**src/rtl/bus_arbiter_2.sv**
```systemverilog
// ============================================================================
// Module   : bus_arbiter_2
// Purpose  : Two-host to one-bus arbiter. It latches a grant to one requester
//            and forwards that requester's transaction unchanged to the shared
//            bus. Completion goes back only to the owner. The bus is released
//            after each transfer. A watchdog aborts transfers that the device
//            never acknowledges.
// Revision : 1.0 - initial release
// ----------------------------------------------------------------------------
// Parameters
//   TIMEOUT_CYCLES  watchdog limit in GRANT cycles without bus_ready
//                   (0 disables the watchdog, max 65535)
// Build option
//   BUS_ARB_ROUND_ROBIN_EN  defined   : ties go to the host that was not
//                                       granted last
//                           undefined : ties always go to host 0
// Ports
//   clk, rst_n            clock, asynchronous active-low reset
//   hN_address/data_write/write_mask/ren/wen   requester N transaction in
//   hN_data_read/ready    requester N completion out (owner only)
//   bus_address/data_write/write_mask/ren/wen  shared bus transaction out
//   bus_data_read/ready   shared bus completion in
//   timeout_err           sticky watchdog-abort flag, cleared by reset only
// ============================================================================
`default_nettype none

module bus_arbiter_2 #(
  parameter int unsigned TIMEOUT_CYCLES = 1024
) (
  input  logic        clk,
  input  logic        rst_n,
  // host 0
  input  logic [31:0] h0_address,
  input  logic [31:0] h0_data_write,
  input  logic [3:0]  h0_write_mask,
  input  logic        h0_ren,
  input  logic        h0_wen,
  output logic [31:0] h0_data_read,
  output logic        h0_ready,
  // host 1
  input  logic [31:0] h1_address,
  input  logic [31:0] h1_data_write,
  input  logic [3:0]  h1_write_mask,
  input  logic        h1_ren,
  input  logic        h1_wen,
  output logic [31:0] h1_data_read,
  output logic        h1_ready,
  // shared bus
  output logic [31:0] bus_address,
  output logic [31:0] bus_data_write,
  output logic [3:0]  bus_write_mask,
  output logic        bus_ren,
  output logic        bus_wen,
  input  logic [31:0] bus_data_read,
  input  logic        bus_ready,
  // status
  output logic        timeout_err
);

  typedef enum logic [0:0] {
    ST_IDLE  = 1'b0,
    ST_GRANT = 1'b1
  } state_e;

  localparam bit          WD_EN      = (TIMEOUT_CYCLES != 0);
  // Last count value before the abort fires; abort lands T+TIMEOUT_CYCLES.
  localparam logic [15:0] WD_LAST    = WD_EN ? 16'(TIMEOUT_CYCLES - 1) : 16'd0;
  localparam logic [31:0] ABORT_DATA = 32'hDEADBEEF;

  state_e      state_q, state_d;
  logic        grant_q, grant_d;
  logic        last_grant_q, last_grant_d;
  logic [15:0] wd_cnt_q, wd_cnt_d;
  logic        timeout_err_q, timeout_err_d;

  logic        req0, req1;
  logic        winner;
  logic        granted;
  logic        sel_req;
  logic        done_ok;
  logic        wd_abort;
  logic        ret;
  logic [31:0] ret_data;

  assign req0 = h0_ren | h0_wen;
  assign req1 = h1_ren | h1_wen;

  // --------------------------------------------------------------------------
  // Arbitration: a single requester always wins; only ties use the policy.
  // --------------------------------------------------------------------------
`ifdef BUS_ARB_ROUND_ROBIN_EN
  always_comb begin
    winner = req1;
    if (req0 && req1) begin
      // last_grant resets to 1 so the first tie after reset goes to host 0.
      winner = ~last_grant_q;
    end
  end
`else
  // last_grant is still tracked so both builds share one state model.
  logic unused_last_grant;
  assign unused_last_grant = last_grant_q;

  always_comb begin
    winner = req1;
    if (req0 && req1) begin
      winner = 1'b0;
    end
  end
`endif

  // --------------------------------------------------------------------------
  // Completion decode for the current owner
  // --------------------------------------------------------------------------
  assign granted  = (state_q == ST_GRANT);
  assign sel_req  = grant_q ? req1 : req0;
  assign done_ok  = granted & sel_req & bus_ready;
  // A real ready in the limit cycle wins over the abort.
  assign wd_abort = WD_EN & granted & sel_req & ~bus_ready & (wd_cnt_q == WD_LAST);
  assign ret      = done_ok | wd_abort;
  assign ret_data = wd_abort ? ABORT_DATA : bus_data_read;

  // --------------------------------------------------------------------------
  // Next-state logic
  // --------------------------------------------------------------------------
  always_comb begin
    state_d       = state_q;
    grant_d       = grant_q;
    last_grant_d  = last_grant_q;
    wd_cnt_d      = wd_cnt_q;
    timeout_err_d = timeout_err_q;

    case (state_q)
      ST_IDLE: begin
        if (req0 || req1) begin
          grant_d  = winner;
          wd_cnt_d = 16'd0;
          state_d  = ST_GRANT;
        end
      end

      ST_GRANT: begin
        if (!sel_req) begin
          // Owner withdrew: release silently, fairness history untouched.
          state_d = ST_IDLE;
        end else if (bus_ready) begin
          last_grant_d = grant_q;
          state_d      = ST_IDLE;
        end else if (wd_abort) begin
          last_grant_d  = grant_q;
          timeout_err_d = 1'b1;
          state_d       = ST_IDLE;
        end else begin
          wd_cnt_d = wd_cnt_q + 16'd1;
        end
      end

      default: begin
        state_d = ST_IDLE;
      end
    endcase
  end

  always_ff @(posedge clk or negedge rst_n) begin
    if (!rst_n) begin
      state_q       <= ST_IDLE;
      grant_q       <= 1'b0;
      last_grant_q  <= 1'b1;
      wd_cnt_q      <= 16'd0;
      timeout_err_q <= 1'b0;
    end else begin
      state_q       <= state_d;
      grant_q       <= grant_d;
      last_grant_q  <= last_grant_d;
      wd_cnt_q      <= wd_cnt_d;
      timeout_err_q <= timeout_err_d;
    end
  end

  // --------------------------------------------------------------------------
  // Output muxes: purely combinational from the registered grant, so bus
  // requests and completions pass through with no added latency.
  // --------------------------------------------------------------------------
  always_comb begin
    bus_address    = 32'd0;
    bus_data_write = 32'd0;
    bus_write_mask = 4'd0;
    bus_ren        = 1'b0;
    bus_wen        = 1'b0;
    if (granted) begin
      if (grant_q) begin
        bus_address    = h1_address;
        bus_data_write = h1_data_write;
        bus_write_mask = h1_write_mask;
        bus_ren        = h1_ren;
        bus_wen        = h1_wen;
      end else begin
        bus_address    = h0_address;
        bus_data_write = h0_data_write;
        bus_write_mask = h0_write_mask;
        bus_ren        = h0_ren;
        bus_wen        = h0_wen;
      end
    end
  end

  always_comb begin
    h0_ready     = 1'b0;
    h0_data_read = 32'd0;
    h1_ready     = 1'b0;
    h1_data_read = 32'd0;
    if (ret) begin
      if (grant_q) begin
        h1_ready     = 1'b1;
        h1_data_read = ret_data;
      end else begin
        h0_ready     = 1'b1;
        h0_data_read = ret_data;
      end
    end
  end

  assign timeout_err = timeout_err_q;

endmodule

`default_nettype wire

```
**config.mk**
```make
export PLATFORM = sky130hd
export DESIGN_NAME = bus_arbiter_2
export DESIGN_NICKNAME = d
export VERILOG_FILES = /design/src/rtl/bus_arbiter_2.sv
export SDC_FILE = /design/constraint.sdc
export NUM_CORES = 1
export LEC_CHECK = 0
export CAP_MARGIN = 5
export CORE_AREA = 2 2 120 122
export CTS_BUF_LIST = sky130_fd_sc_hd__clkbuf_2 sky130_fd_sc_hd__clkbuf_4 sky130_fd_sc_hd__clkbuf_8
export DETAILED_ROUTE_END_ITERATION = 6
export DIE_AREA = 0 0 122 124
export GPL_TIMING_DRIVEN = 0
export MAX_ROUTING_LAYER = met4
export PLACE_DENSITY_LB_ADDON = 0.12
export SLEW_MARGIN = 20
export SYNTH_ARGS = -nofsm -noshare
export SYNTH_HDL_FRONTEND = slang
export SYNTH_SLANG_ARGS = --single-unit
```
**constraint.sdc**
```tcl
create_clock -name clk -period 3.1 [get_ports clk]
set_input_delay 0.465 -clock clk [delete_from_list [all_inputs] [get_ports clk]]
set_output_delay 0.465 -clock clk [all_outputs]
set_load 0.02 [all_outputs]
```
==> Word-level counts from Yosys, hierarchy flattened <==
Index checks and enable logic that the tools add are counted.
{ "word_totals": {"register_bits": 19, "input_bits": 175, "out_inout_bits": 137, "word_cells": 55} }
{ "op_classes": {"n_addsub": 1, "eq_ne": 5, "mux": 31, "n_bitwise": 9, "n_reduce_logical": 5} }
{ "op_table": {"columns": ["cell", "count"], "rows": [
  ["32-bit two-way mux", 9],
  ["16-bit two-way mux", 4],
  ["16-bit one-hot mux with 2 select lines", 1],
  ["16-bit by 1-bit adder with 16-bit output, second input constant", 1],
  ["16-bit by 10-bit equality test with 1-bit output, second input constant", 1],
  ["1-bit two-way mux", 14],
  ["4-bit two-way mux", 2],
  ["4-bit AND reduction", 2],
  ["2-bit != test, second input constant", 3],
  ["1-bit bitwise AND", 4],
  ["1-bit bitwise OR", 3],
  ["2-bit by 1-bit != test with 1-bit output, second input constant", 1],
  ["1-bit inverter", 2],
  ["1-bit one-hot mux with 2 select lines", 1],
  ["2-bit AND reduction", 1],
  ["1-bit logical AND", 1],
  ["1-bit logical OR", 1]
]} }

==> Logic depth before layout (Yosys ltp) <==
Gate-level depths: netlist of run 1.
{ "depth": {"word_depth": 9, "ltp_mapped": 7, "depth_no_buf": 5} }

==> Least setup slack after synthesis of run 1 <==
OpenSTA, ideal clock, no wires.
{ "synth_timing": {"path_kind": "register to output", "start": "register wd_cnt_q[0]", "end": "output h0_data_read[16]", "arrival_ps": 2142, "path_slack_ps": 493, "path_stages_with_launch": 8, "path_buffers": 2, "cell_sequence": "dfrtp_1 ha_1 or4bb_1 or4_4 nor2_4 buf_6 buf_6 o21a_1"} }
{ "synth_via": {"elab_chain_len": 5, "elab_cells_between_ends": 6} }
{ "synth_lines": {"columns": ["item", "line_no", "text"], "rows": [
  ["from (decl)", "73", "logic [15:0] wd_cnt_q, wd_cnt_d;"],
  ["from (signal assigned)", "175", "wd_cnt_q <= wd_cnt_d;"],
  ["16-bit by 10-bit equality test with 1-bit output (*)", "119", "assign wd_abort = WD_EN & granted & sel_req & ~bus_ready & (wd_cnt_q == WD_LAST);"],
  ["1-bit bitwise AND (*)", "119", null],
  ["32-bit two-way mux", "121", "assign ret_data = wd_abort ? ABORT_DATA : bus_data_read;"],
  ["32-bit two-way mux", "213", "if (grant_q) begin"],
  ["32-bit two-way mux (*)", "212", "if (ret) begin"],
  ["to (decl)", "38", "output logic [31:0] h0_data_read,"]
]} }
Mark *: on every way between the ends. The rest lies on a longest branch, timed or not.

==> Worst setup path in the final report of run 1 <==
{ "layout_timing": {"start": "register wd_cnt_q[13]", "end": "output h0_data_read[30]"} }
The elaborated chain is that of the path after synthesis.

==> results.txt, run 1 <==
The run finished with clean final reports. The library cell used most frequently in the layout, excluding fill and tap cells, is sky130_fd_sc_hd__clkdlybuf4s50_1. The core utilization of the finished layout is 0.449. The depth of the most critical reg-to-reg path came out at 9. The worst hold margin came out at between 0.4 and 0.5 ns. The placed wire-length estimate is 14.0 mm. The setup path with the least slack is of type register to primary output. The number of distinct library cells after synthesis is 38. The wire length reported by the detailed router came out at about 17 mm. The die outline width is around 120 µm. The root buffer cell chosen for the clock tree is sky130_fd_sc_hd__clkbuf_8. Buffers inserted during clock tree synthesis total 3. The ratio of routed vias to standard cells is 4.64. The data arrival time of the worst path is ~2.6 ns. Setup violations remaining at the end of the flow were counted as 0. The first-pass iteration count of the detailed router is 4.

For this design the static power due to leakage is around 0.0026 µW. The post-synthesis area per instance is 7.66 µm². For the final routed database, the setup TNS stands at 0 ns.

The residual DRC count is 0. The number of pins with negative max-slew slack in the final report is 0. Counting instances, the worst hold path has a depth of 1. TritonCTS built the clock tree. STA classifies the critical path startpoint as a register. The pin count of the biggest net entering global routing is 20. The floorplan step defined a die boundary enclosing between 15000 and 20000 µm². The routability congestion estimate came out at between 0.9 and 1. For this configuration, the core starts out at a cell density of 0.195. The clock input transition at the sequential cells of the worst setup and hold paths is 0.07 ns.

Setup repair after global routing could not meet its margin everywhere. The clock skew after layout is 0.00740 ns. The clock insertion delay at the later pin of the skew report came out at between 0.2 and 0.3 ns. The total power divided by cell area is 612 nW/µm². The mapped netlist covers approximately 2700 µm². The largest fanout on the critical path came out at 7.

The endpoint identified for the worst register-to-register timing path is wd_cnt_q[7]. The Yosys warning count is 0. The area growth from synthesis to layout is 131%. The most critical setup path has its startpoint at wd_cnt_q[13]. The first global-routing pass estimated between 20 and 25 mm of wire. The most critical setup path has its endpoint at h0_data_read[30]. The sequential area share after synthesis came out at 0.178.

In the final routed layout, each cell accounts on average for ~19 µm. For this run, the post-layout net count is ~860. The worst ir drop on vdd is 322 µV.

The tightest min-delay check is of the register to register type. The number of global-route vias before repair is 3740. Leaving out fill and tap cells, the most frequent cells in the layout are 261 x sky130_fd_sc_hd__clkdlybuf4s50_1, 77 x sky130_fd_sc_hd__mux2i_1, 73 x sky130_fd_sc_hd__nor2_1, 48 x sky130_fd_sc_hd__o21a_1, 25 x sky130_fd_sc_hd__buf_2.

The number of DRC markers in iteration 0 is 220. The cell count after synthesis came out at 349. The overall global routing resource usage is 0.212.

The non-filler instance count after layout came out at ~860. The H-tree depth reported by CTS came out at 1. The layout cell share with drive strength beyond 1 came out at 0.146. The sink count of the clock tree came out at 19. The worst register-to-register path begins at wd_cnt_q[1]. The total overflow left after global routing is 0. The minimum setup slack among reg-to-reg paths is ~0.64 ns. The buffer depth of the longest clock path is 2. The net count of the mapped netlist is 525.

The top-level port count came out at roughly 310. Including well taps, the total number of placed cells is 840. STA classifies the critical path endpoint as a primary output. In this run the tightest slew margin relative to its limit is 0.399.

The post-synthesis sequential element count came out at 19. The number of maximum-capacitance violations came out at 0. The die is roughly 120 µm tall. The number of hold violations in the final report came to 0. The count of standard-cell rows is 43.

The required time at the endpoint of the critical path came out at ~2.6 ns. The achievable clock frequency came out at between 300 and 400 MHz. Across all layers, the routed design uses roughly 4000 vias. The count of buffers from port buffering came out at 311. In this run the standard cell core region covers approximately 14000 µm².

The cts-stage hold buffer count is 0. The share of the cycle needed by the critical path after routing is 0.995. The initial antenna violation count came out at 3. The transition time of the tightest slew-check pin came out at approximately 0.90 ns. The minimum clock period after layout came out at 3.09 ns.

The post-detailed-route count of antenna-violating nets came out at 0.
==> critical path, stage by stage, from the launching register on <==
cell	delay, ns
sky130_fd_sc_hd__dfrtp_1	0.43
sky130_fd_sc_hd__or4_4	0.57
sky130_fd_sc_hd__or4_4	0.59
sky130_fd_sc_hd__nor2_4	0.17
sky130_fd_sc_hd__buf_6	0.14
sky130_fd_sc_hd__buf_6	0.12
sky130_fd_sc_hd__buf_6	0.11
sky130_fd_sc_hd__o21a_1	0.12
sky130_fd_sc_hd__buf_6	0.12
==> cell families after synthesis <==
logic type               synth area share
AND/OR/NAND/NOR                     0.266
AO/OA/AOI/OAI                       0.207
adder cells (fa/ha/maj)           0.00468
flip-flops                          0.178
multiplexers                        0.288
buffers and inverters              0.0557
==> stage by stage <==
| step | setup slack, ns | total power, µW | instance area [µm²] |
|---|---|---|---|
| after floorplan | 0.493 | 2050 | 2670 |
| after global placement | -0.505 | 3550 | 6010 |
| after detailed placement | -0.606 | 3570 | 6010 |
| after CTS | -0.00298 | 3780 | 6170 |
| after global routing | -0.0821 | 3990 | 6160 |
| final | 0.0143 | 3770 | 6160 |
==> worst min path at each step <==
| stage | from | endpoint | slack (ns) |
|---|---|---|---|
| CTS | timeout_err | timeout_err | 0.47 |
| global route | timeout_err | timeout_err | 0.52 |
| global placement | timeout_err | timeout_err | 0.45 |
| finish | timeout_err | timeout_err | 0.47 |
| floorplan | rst_n | grant_q | 0.17 |
| detailed placement | timeout_err | timeout_err | 0.46 |
==> synth_stat cells (all sizes together) <==
cell	number	area share
o41ai	1	0.0033
or4bb	1	0.0042
a31o	1	0.0033
nand4	3	0.0070
o31ai	5	0.014
o21a	50	0.14
nand3	12	0.022
a211o	1	0.0033
a21oi	3	0.0056
nor4	8	0.021
nor3	3	0.0056
clkbuf	18	0.025
o211ai	2	0.0056
nor2	75	0.11
ha	1	0.0047
o21ai	1	0.0019
o22a	1	0.0033
a21o	1	0.0028
buf	12	0.026
and3	19	0.044
o311ai	4	0.013
and4	1	0.0033
a311o	1	0.0037
or4	5	0.017
nand2	12	0.017
inv	3	0.0042
a211oi	1	0.0028
o211a	1	0.0037
mux2i	77	0.29
dfrtp	19	0.18
or2	1	0.0023
nand2b	6	0.014
==> per-layer routing <==
| metal | wire length (µm) | GRT usage | vias to the layer above |
|---|---|---|---|
| met4 | 218 | 0.0388 | 0 |
| met2 | 7670 | 0.337 | 196 |
| met5 | 0 | - | - |
| met1 | 7220 | 0.277 | 1851 |
| met3 | 1600 | 0.0517 | 23 |
| li1 | - | - | 1938 |
==> power by group <==
| group | total, µW | switching, µW | leakage [µW] | internal, µW |
|---|---|---|---|---|
| clock | 182 | 92.2 | 0.0000255 | 89.8 |
| sequential | 328 | 44.0 | 0.000256 | 284 |
| combinational | 3260 | 1750 | 0.00232 | 1510 |
| total | 3770 | 1890 | 0.00260 | 1890 |
==> sequential cells by signal, summed over array words and instances, names as in the netlist <==
name / count
grant_q: 1
granted: 1
timeout_err: 1
wd_cnt_q: 16
==> area by class of cell <==
cell class	instances	area, µm²
Multi-Input combinational cell	297	2080
Fill cell	1379	7560
Timing Repair Buffer	327	3140
Clock inverter	1	5.00
Clock buffer	3	41.3
Buffer	30	173
Tap cell	180	225
Antenna cell	3	7.51
Inverter	3	11.3
Sequential cell	19	478
==> timing repair <==
action | 4_1_cts | 5_1_grt
resized for setup | 182 | 28
pin swaps | 5 | 2
endpoints found under the setup margin | 92 | 59
buffers inserted | 10 | 6
endpoints found under the hold margin | 0 | 0
Note: power is estimated with default switching activity, not from simulation.
==> inputs of run 2 (changes only) <==
--- a/config.mk
+++ b/config.mk
@@ -8,11 +8,13 @@
 export CAP_MARGIN = 5
 export CORE_AREA = 2 2 120 122
 export CTS_BUF_LIST = sky130_fd_sc_hd__clkbuf_2 sky130_fd_sc_hd__clkbuf_4 sky130_fd_sc_hd__clkbuf_8
+export CTS_CLUSTER_DIAMETER = 100
 export DETAILED_ROUTE_END_ITERATION = 6
 export DIE_AREA = 0 0 122 124
 export GPL_TIMING_DRIVEN = 0
 export MAX_ROUTING_LAYER = met4
 export PLACE_DENSITY_LB_ADDON = 0.12
+export SETUP_SLACK_MARGIN = 0.02
 export SLEW_MARGIN = 20
 export SYNTH_ARGS = -nofsm -noshare
 export SYNTH_HDL_FRONTEND = slang
==> results.txt, run 2 (synthesis results as in run 1) <==
Setup repair after global routing missed its margin: yes (unchanged). The worst ir drop on vdd came out at 322 µV (about the same). The kind of start point of the critical path is a register (unchanged). The largest fanout on the critical path came out at 6 (was 7). The core utilization of the finished layout is 0.451 (was 0.449). The root buffer cell is sky130_fd_sc_hd__clkbuf_8 (unchanged). The ratio of routed vias to standard cells came out at 4.62 (was 4.64). Leading cell types in the layout, fill and taps excluded: 261 x sky130_fd_sc_hd__clkdlybuf4s50_1, 77 x sky130_fd_sc_hd__mux2i_1, 73 x sky130_fd_sc_hd__nor2_1, 48 x sky130_fd_sc_hd__o21a_1, 26 x sky130_fd_sc_hd__buf_2 (was 261 x sky130_fd_sc_hd__clkdlybuf4s50_1, 77 x sky130_fd_sc_hd__mux2i_1, 73 x sky130_fd_sc_hd__nor2_1, 48 x sky130_fd_sc_hd__o21a_1, 25 x sky130_fd_sc_hd__buf_2).

The pin count of the biggest net entering global routing was 20 (unchanged). The first-pass iteration count of the detailed router is 4 (unchanged). The cell area reported after detailed placement came to 6010 µm² (unchanged). The overall global routing resource usage came out at 0.212 (about the same). The multi-input gate area in the final layout came out at 2080 µm² (unchanged). The required time at the endpoint of the critical path came out at 2.63 ns (about the same).

The number of DRC markers in iteration 0 came out at 191 (was 220). The critical setup path kind is register to primary output (unchanged). The number of clock buffers inserted by TritonCTS is 3 (unchanged). The minimum clock period after layout came to 3.09 ns (about the same).

The global-route congestion overflow total came out at 0 (unchanged). The number of failing setup endpoints in the final timing report came out at 0 (unchanged). The number of maximum-capacitance violations came to 0 (unchanged).

The clock skew after layout came out at 0.00574 ns (was 0.00740 ns). The layout filler cell count came out at 1384 (was 1379). The area growth from synthesis to layout is 131% (about the same). The area of the die came to 15100 µm² (unchanged).

The number of hold violations in the final report is 0 (unchanged). The leading cell type in the layout, fill and taps excluded was sky130_fd_sc_hd__clkdlybuf4s50_1 (unchanged). The CTS tree is done (unchanged). The clock input transition at the sequential cells of the worst setup and hold paths came to 0.08 ns (was 0.07 ns). The buffer depth of the longest clock path is 2 (unchanged). The category of the worst setup path capture point is a primary output (unchanged). The total power consumption of the routed design is 3780 µW (was 3770 µW). The average routed wire per standard cell was 19.5 µm (was 19.4 µm). The achievable clock frequency came out at 324 MHz (about the same). The global-route wire length before repair is 23.2 mm (about the same). The initial antenna violation count is 3 (unchanged).

The headroom to the max-slew limit was 0.404 (was 0.399). Run status: completed (unchanged). The number of global-route vias before repair is 3726 (was 3740).

The top register by number of flip-flops is wd_cnt_q (unchanged). The count of buffers from port buffering came to 311 (unchanged). The worst min-delay path category is register to register (unchanged). The transition time of the tightest slew-check pin came out at 0.891 ns (was 0.898 ns). The flip-flop count of the largest register after layout came out at 16 (unchanged). The count of standard-cell rows came out at 43 (unchanged). The top-level port count is 312 (unchanged). The placed wire-length estimate is 14.0 mm (unchanged). The die boundary height is 124 µm (unchanged).

The total core area was 13700 µm² (unchanged). The routability congestion estimate came out at 0.970 (unchanged). The residual DRC count is 0 (unchanged).

The number of pins with negative max-slew slack in the final report is 0 (unchanged). The die outline width came out at 122 µm (unchanged). The sink count of the clock tree is 19 (unchanged). The clock insertion delay at the later pin of the skew report is 0.26 ns (was 0.27 ns).

The starting density of the core is 0.195 (unchanged). The total power divided by cell area was 612 nW/µm² (about the same). The data arrival time of the worst path came to 2.62 ns (about the same). The sequential standard cell area is 475 µm² (was 478 µm²). The finished layout cell area came out at 6180 µm² (was 6160 µm²). The final net count came out at 857 (unchanged).

The wire length reported by the detailed router was 16.8 mm (was 16.7 mm). The H-tree depth reported by CTS came out at 1 (unchanged). The via count of the routed design came out at 3986 (was 4008). The layout cell share with drive strength beyond 1 is 0.144 (was 0.146).

The share of the cycle needed by the critical path after routing came to 0.996 (was 0.995). The post-detailed-route count of antenna-violating nets came to 0 (unchanged). The cts-stage hold buffer count is 0 (unchanged).

The leakage power summed over all cells is 0.00264 µW (was 0.00260 µW).
[run 2: critical path: stages (launching register included)]
cell and delay, ns:
sky130_fd_sc_hd__dfrtp_1 0.41, sky130_fd_sc_hd__ha_4 0.17, sky130_fd_sc_hd__or4bb_4 0.55, sky130_fd_sc_hd__or4_4 0.46, sky130_fd_sc_hd__nor2_4 0.20, sky130_fd_sc_hd__buf_6 0.18
sky130_fd_sc_hd__clkbuf_16 0.14, sky130_fd_sc_hd__o21a_1 0.12, sky130_fd_sc_hd__buf_6 0.12
[run 2: metrics by stage]
stage	worst slack [ns]	instances	setup TNS [ns]	hold slack, ns
4_1_cts	0.0112	853	0	0.474
3_3_place_gp	-0.505	840	-16.73	0.448
2_1_floorplan	0.493	349	0	0.169
5_1_grt	-0.0661	863	-0.749	0.515
3_5_place_dp	-0.606	840	-21.23	0.455
6_report	0.0121	863	0	0.473
[run 2: layer usage]
metal / vias to the layer above / global-route usage / share of wire
li1: 1937 / - / -
met3: 15 / 0.0508 / 0.091
met4: 0 / 0.0388 / 0.010
met5: - / - / 0
met2: 192 / 0.336 / 0.46
met1: 1842 / 0.279 / 0.44
[run 2: repair_timing]
action                     in CTS  in global routing
setup buffers                   8                  5
pin swaps                       2                  1
setup endpoints to repair     114                 60
resized for setup             194                 65
cloned                          1                  2
[run 2: final timing paths]
kind	startpoint	end	slack (ns)	depth (start not counted)
max in group asynchronous	rst_n	wd_cnt_q[7]	1.85	1
worst min-delay path	timeout_err	timeout_err	0.47	1
min in group asynchronous	rst_n	grant_q	0.70	1
worst min register to register	timeout_err	timeout_err	0.47	1
worst max-delay path	wd_cnt_q[0]	h0_data_read[30]	0.01	8
worst max register to register	wd_cnt_q[0]	wd_cnt_q[7]	0.59	9
[run 2: cell type report]
| class | instances | share of cell area |
|---|---|---|
| timing repair buffer | 327 | 0.512 |
| multi-input combinational | 297 | 0.337 |
| sequential | 19 | 0.0769 |
| tap | 180 | 0.0364 |
| buffer | 30 | 0.0277 |
| clock buffer | 3 | 0.00668 |
| inverter | 3 | 0.00182 |
| antenna | 3 | 0.00121 |
| clock inverter | 1 | 0.000809 |
[run 2: where the power goes]
group / switching, µW / internal, µW / total, µW
clock: 89.4 / 89.7 / 179
sequential: 44.1 / 283 / 328
combinational: 1760 / 1520 / 3280
==> inputs of run 3 (changes only) <==
--- a/config.mk
+++ b/config.mk
@@ -13,7 +13,7 @@
 export DIE_AREA = 0 0 122 124
 export GPL_TIMING_DRIVEN = 0
 export MAX_ROUTING_LAYER = met4
-export PLACE_DENSITY_LB_ADDON = 0.12
+export PLACE_DENSITY = 0.68
 export SETUP_SLACK_MARGIN = 0.02
 export SLEW_MARGIN = 20
 export SYNTH_ARGS = -nofsm -noshare
==> results.txt, run 3 (synthesis results as in run 1) <==
The routability congestion estimate is 0.935 (was 0.970). The layout filler cell count came to 1361 (was 1384). The residual DRC count came out at 0 (unchanged). The origin of the critical flop-to-flop path is wd_cnt_q[12] (was wd_cnt_q[0]). The count of standard-cell rows came out at 43 (unchanged). The largest fanout on the critical path came to 10 (was 6). The aggregate negative setup slack is -0.0454 ns (was 0 ns). The combined buffer and inverter count along the critical path came out at 2 (was 3). The area of the die was 15100 µm² (unchanged). The placed wire-length estimate was 12.9 mm (was 14.0 mm). The highest cell delay on the worst timing path was 0.55 ns (about the same). The global-route wire length before repair came out at 22.1 mm (was 23.2 mm).

The slowest cell on the critical path was sky130_fd_sc_hd__or4bb_4 (unchanged). The die boundary height came to 124 µm (unchanged). The number of DRC markers in iteration 0 is 179 (was 191). Setup repair after global routing missed its margin: yes (unchanged). The root buffer cell is sky130_fd_sc_hd__clkbuf_8 (unchanged).

The count of buffers from port buffering came out at 311 (unchanged). The share of the cycle needed by the critical path after routing is 1.01 (was 0.996). Run status: complete, but fails checks (was completed). The clock skew after layout is 0.00380 ns (was 0.00574 ns). The total core area is 13700 µm² (unchanged).

The post-detailed-route count of antenna-violating nets is 0 (unchanged). The die outline width came out at 122 µm (unchanged). The number of hold violations in the final report is 0 (unchanged). The critical path launch point is wd_cnt_q[0] (unchanged). The area growth from synthesis to layout is 131% (about the same). The transition time of the tightest slew-check pin was 0.860 ns (was 0.891 ns). The category of cells accounting for the largest share of critical-path delay is simple AND/OR/NAND/NOR gates (unchanged). Leading cell types in the layout, fill and taps excluded: 261 x sky130_fd_sc_hd__clkdlybuf4s50_1, 77 x sky130_fd_sc_hd__mux2i_1, 73 x sky130_fd_sc_hd__nor2_1, 48 x sky130_fd_sc_hd__o21a_1, 23 x sky130_fd_sc_hd__buf_4 (was 261 x sky130_fd_sc_hd__clkdlybuf4s50_1, 77 x sky130_fd_sc_hd__mux2i_1, 73 x sky130_fd_sc_hd__nor2_1, 48 x sky130_fd_sc_hd__o21a_1, 26 x sky130_fd_sc_hd__buf_2). The first-pass iteration count of the detailed router came out at 4 (unchanged). The clock input transition at the sequential cells of the worst setup and hold paths came out at 0.07 ns (was 0.08 ns). The cell total after placement is 840 (unchanged). The switching power total is 1880 µW (was 1890 µW). The clock network fraction of design power came out at 0.048 (was 0.047). The kind of start point of the critical path is a register (unchanged). The wire length reported by the detailed router came out at 15.6 mm (was 16.8 mm). The leakage power summed over all cells came out at 0.00261 µW (was 0.00264 µW).

The via count of the routed design came out at 3982 (was 3986). The launch instance of the worst min-delay path is timeout_err (unchanged). The CTS tree is done (unchanged). The minimum clock period after layout came out at 3.12 ns (was 3.09 ns).

The global-route congestion overflow total is 0 (unchanged). The required time at the endpoint of the critical path came out at 2.63 ns (about the same). The H-tree depth reported by CTS is 1 (unchanged). The checks that failed: negative setup slack.

The switching power share of the total was 0.499 (was 0.500). The data arrival time of the worst path was 2.65 ns (was 2.62 ns). The number of clock buffers inserted by TritonCTS came out at 3 (unchanged).

The number of failing setup endpoints in the final timing report came out at 3 (was 0). The flip-flop count of the largest register after layout is 16 (unchanged). The achievable clock frequency came out at 321 MHz (was 324 MHz). The critical setup path kind is register to primary output (unchanged). The overall global routing resource usage is 0.194 (was 0.212).

The leading cell type in the layout, fill and taps excluded is sky130_fd_sc_hd__clkdlybuf4s50_1 (unchanged). The worst setup slack after layout came out at -0.0165 ns (was 0.0121 ns). The part of the power in registers is 0.088 (was 0.087).

The worst ir drop on vdd is 354 µV (was 322 µV). The layout cell share with drive strength beyond 1 is 0.139 (was 0.144). The ratio of routed vias to standard cells came out at 4.64 (was 4.62). The top-level port count came out at 312 (unchanged). The non-filler instance count after layout came out at 858 (was 863). The design internal power is 1880 µW (was 1890 µW).

The final net count came to 852 (was 857). The worst min-delay path category is register to register (unchanged). The combinational power share is 0.864 (was 0.866). The number of pins with negative max-slew slack in the final report came out at 0 (unchanged). The starting density of the core came to 0.195 (unchanged).

The sink count of the clock tree came out at 19 (unchanged). The top register by number of flip-flops is wd_cnt_q (unchanged). The total power divided by cell area came out at 610 nW/µm² (was 612 nW/µm²). The pin count of the biggest net entering global routing came to 20 (unchanged). The average routed wire per standard cell is 18.1 µm (was 19.5 µm). The initial antenna violation count was 3 (unchanged).

The headroom to the max-slew limit came to 0.421 (was 0.404). The worst hold margin is 0.475 ns (was 0.473 ns). The clock insertion delay at the later pin of the skew report came to 0.27 ns (was 0.26 ns).

The category of the worst setup path capture point is a primary output (unchanged). Critical Path, Cell by Cell: ha_4 > or4bb_4 > or4_4 > nor2_4 > buf_4 > o21a_1 > clkdlybuf4s15_2 (was ha_4 > or4bb_4 > or4_4 > nor2_4 > buf_6 > clkbuf_16 > o21a_1 > buf_6). The cts-stage hold buffer count came to 0 (unchanged).

The number of maximum-capacitance violations is 0 (unchanged). The number of global-route vias before repair was 3843 (was 3726). The buffer depth of the longest clock path came to 2 (unchanged).
==> run 3: changes by cell type in the layout (fill, tap and decap cells not counted), moves of 2 or more <==
cell	delta
sky130_fd_sc_hd__clkbuf_2	+2
sky130_fd_sc_hd__clkdlybuf4s15_2	+6
sky130_fd_sc_hd__buf_2	-8
sky130_fd_sc_hd__buf_6	-12
sky130_fd_sc_hd__buf_4	+6
==> run 3: final cells by class <==
cell class | count | area (µm²) | area share
Inverter | 3 | 11.3 | 0.00183
Antenna cell | 3 | 7.51 | 0.00122
Sequential cell | 19 | 475 | 0.0772
Buffer | 30 | 173 | 0.0280
Clock inverter | 1 | 5.00 | 0.000812
Timing Repair Buffer | 322 | 3130 | 0.508
Clock buffer | 3 | 41.3 | 0.00670
Tap cell | 180 | 225 | 0.0365
Multi-Input combinational cell | 297 | 2100 | 0.340
==> run 3: power by group through the flow <==
| stage | logic [µW] | clock network [µW] | registers [µW] |
|---|---|---|---|
| finish | 3250 | 180 | 332 |
| global route | 3460 | 197 | 337 |
| CTS | 3240 | 182 | 331 |
| detailed placement | 3230 | 0 | 330 |
| global placement | 3200 | 0 | 329 |
| floorplan | 1730 | 0 | 320 |
==> run 3: what timing repair did <==
item / CTS / global route
resized for setup: 186 / 63
pin swaps: 2 / 1
setup endpoints to repair: 135 / 109
cloned: 1 / 1
setup buffers: 6 / 4
==> run 3: metrics by stage <==
| step | total power, µW | cell area (µm²) | utilization | setup slack, ns |
|---|---|---|---|---|
| 2_1_floorplan | 2050 | 2670 | - | 0.493 |
| 6_report | 3760 | 6160 | 0.449 | -0.0165 |
| 3_3_place_gp | 3530 | 6010 | 0.438 | -0.764 |
| 3_5_place_dp | 3560 | 6010 | 0.438 | -0.831 |
| 4_1_cts | 3750 | 6060 | 0.442 | -0.0200 |
| 5_1_grt | 3990 | 6160 | 0.449 | -0.0801 |
==> run 3: worst paths after layout <==
kind,endpoint,slack (ns),cells after the start
min in group asynchronous,granted,0.68,1
max,h1_data_read[9],-0.02,7
min reg2reg,timeout_err,0.47,1
max in group asynchronous,wd_cnt_q[9],1.90,1
max reg2reg,wd_cnt_q[12],0.94,4
min,timeout_err,0.47,1
==> run 3: routing by layer <==
| metal | GRT usage | wire [µm] | share of wire | vias to the layer above |
|---|---|---|---|---|
| li1 | - | - | - | 1938 |
| met1 | 0.224 | 6180 | 0.40 | 1858 |
| met2 | 0.347 | 7880 | 0.51 | 167 |
| met3 | 0.0440 | 1320 | 0.085 | 19 |
| met4 | 0.0345 | 178 | 0.011 | 0 |
| met5 | - | 0 | 0 | - |
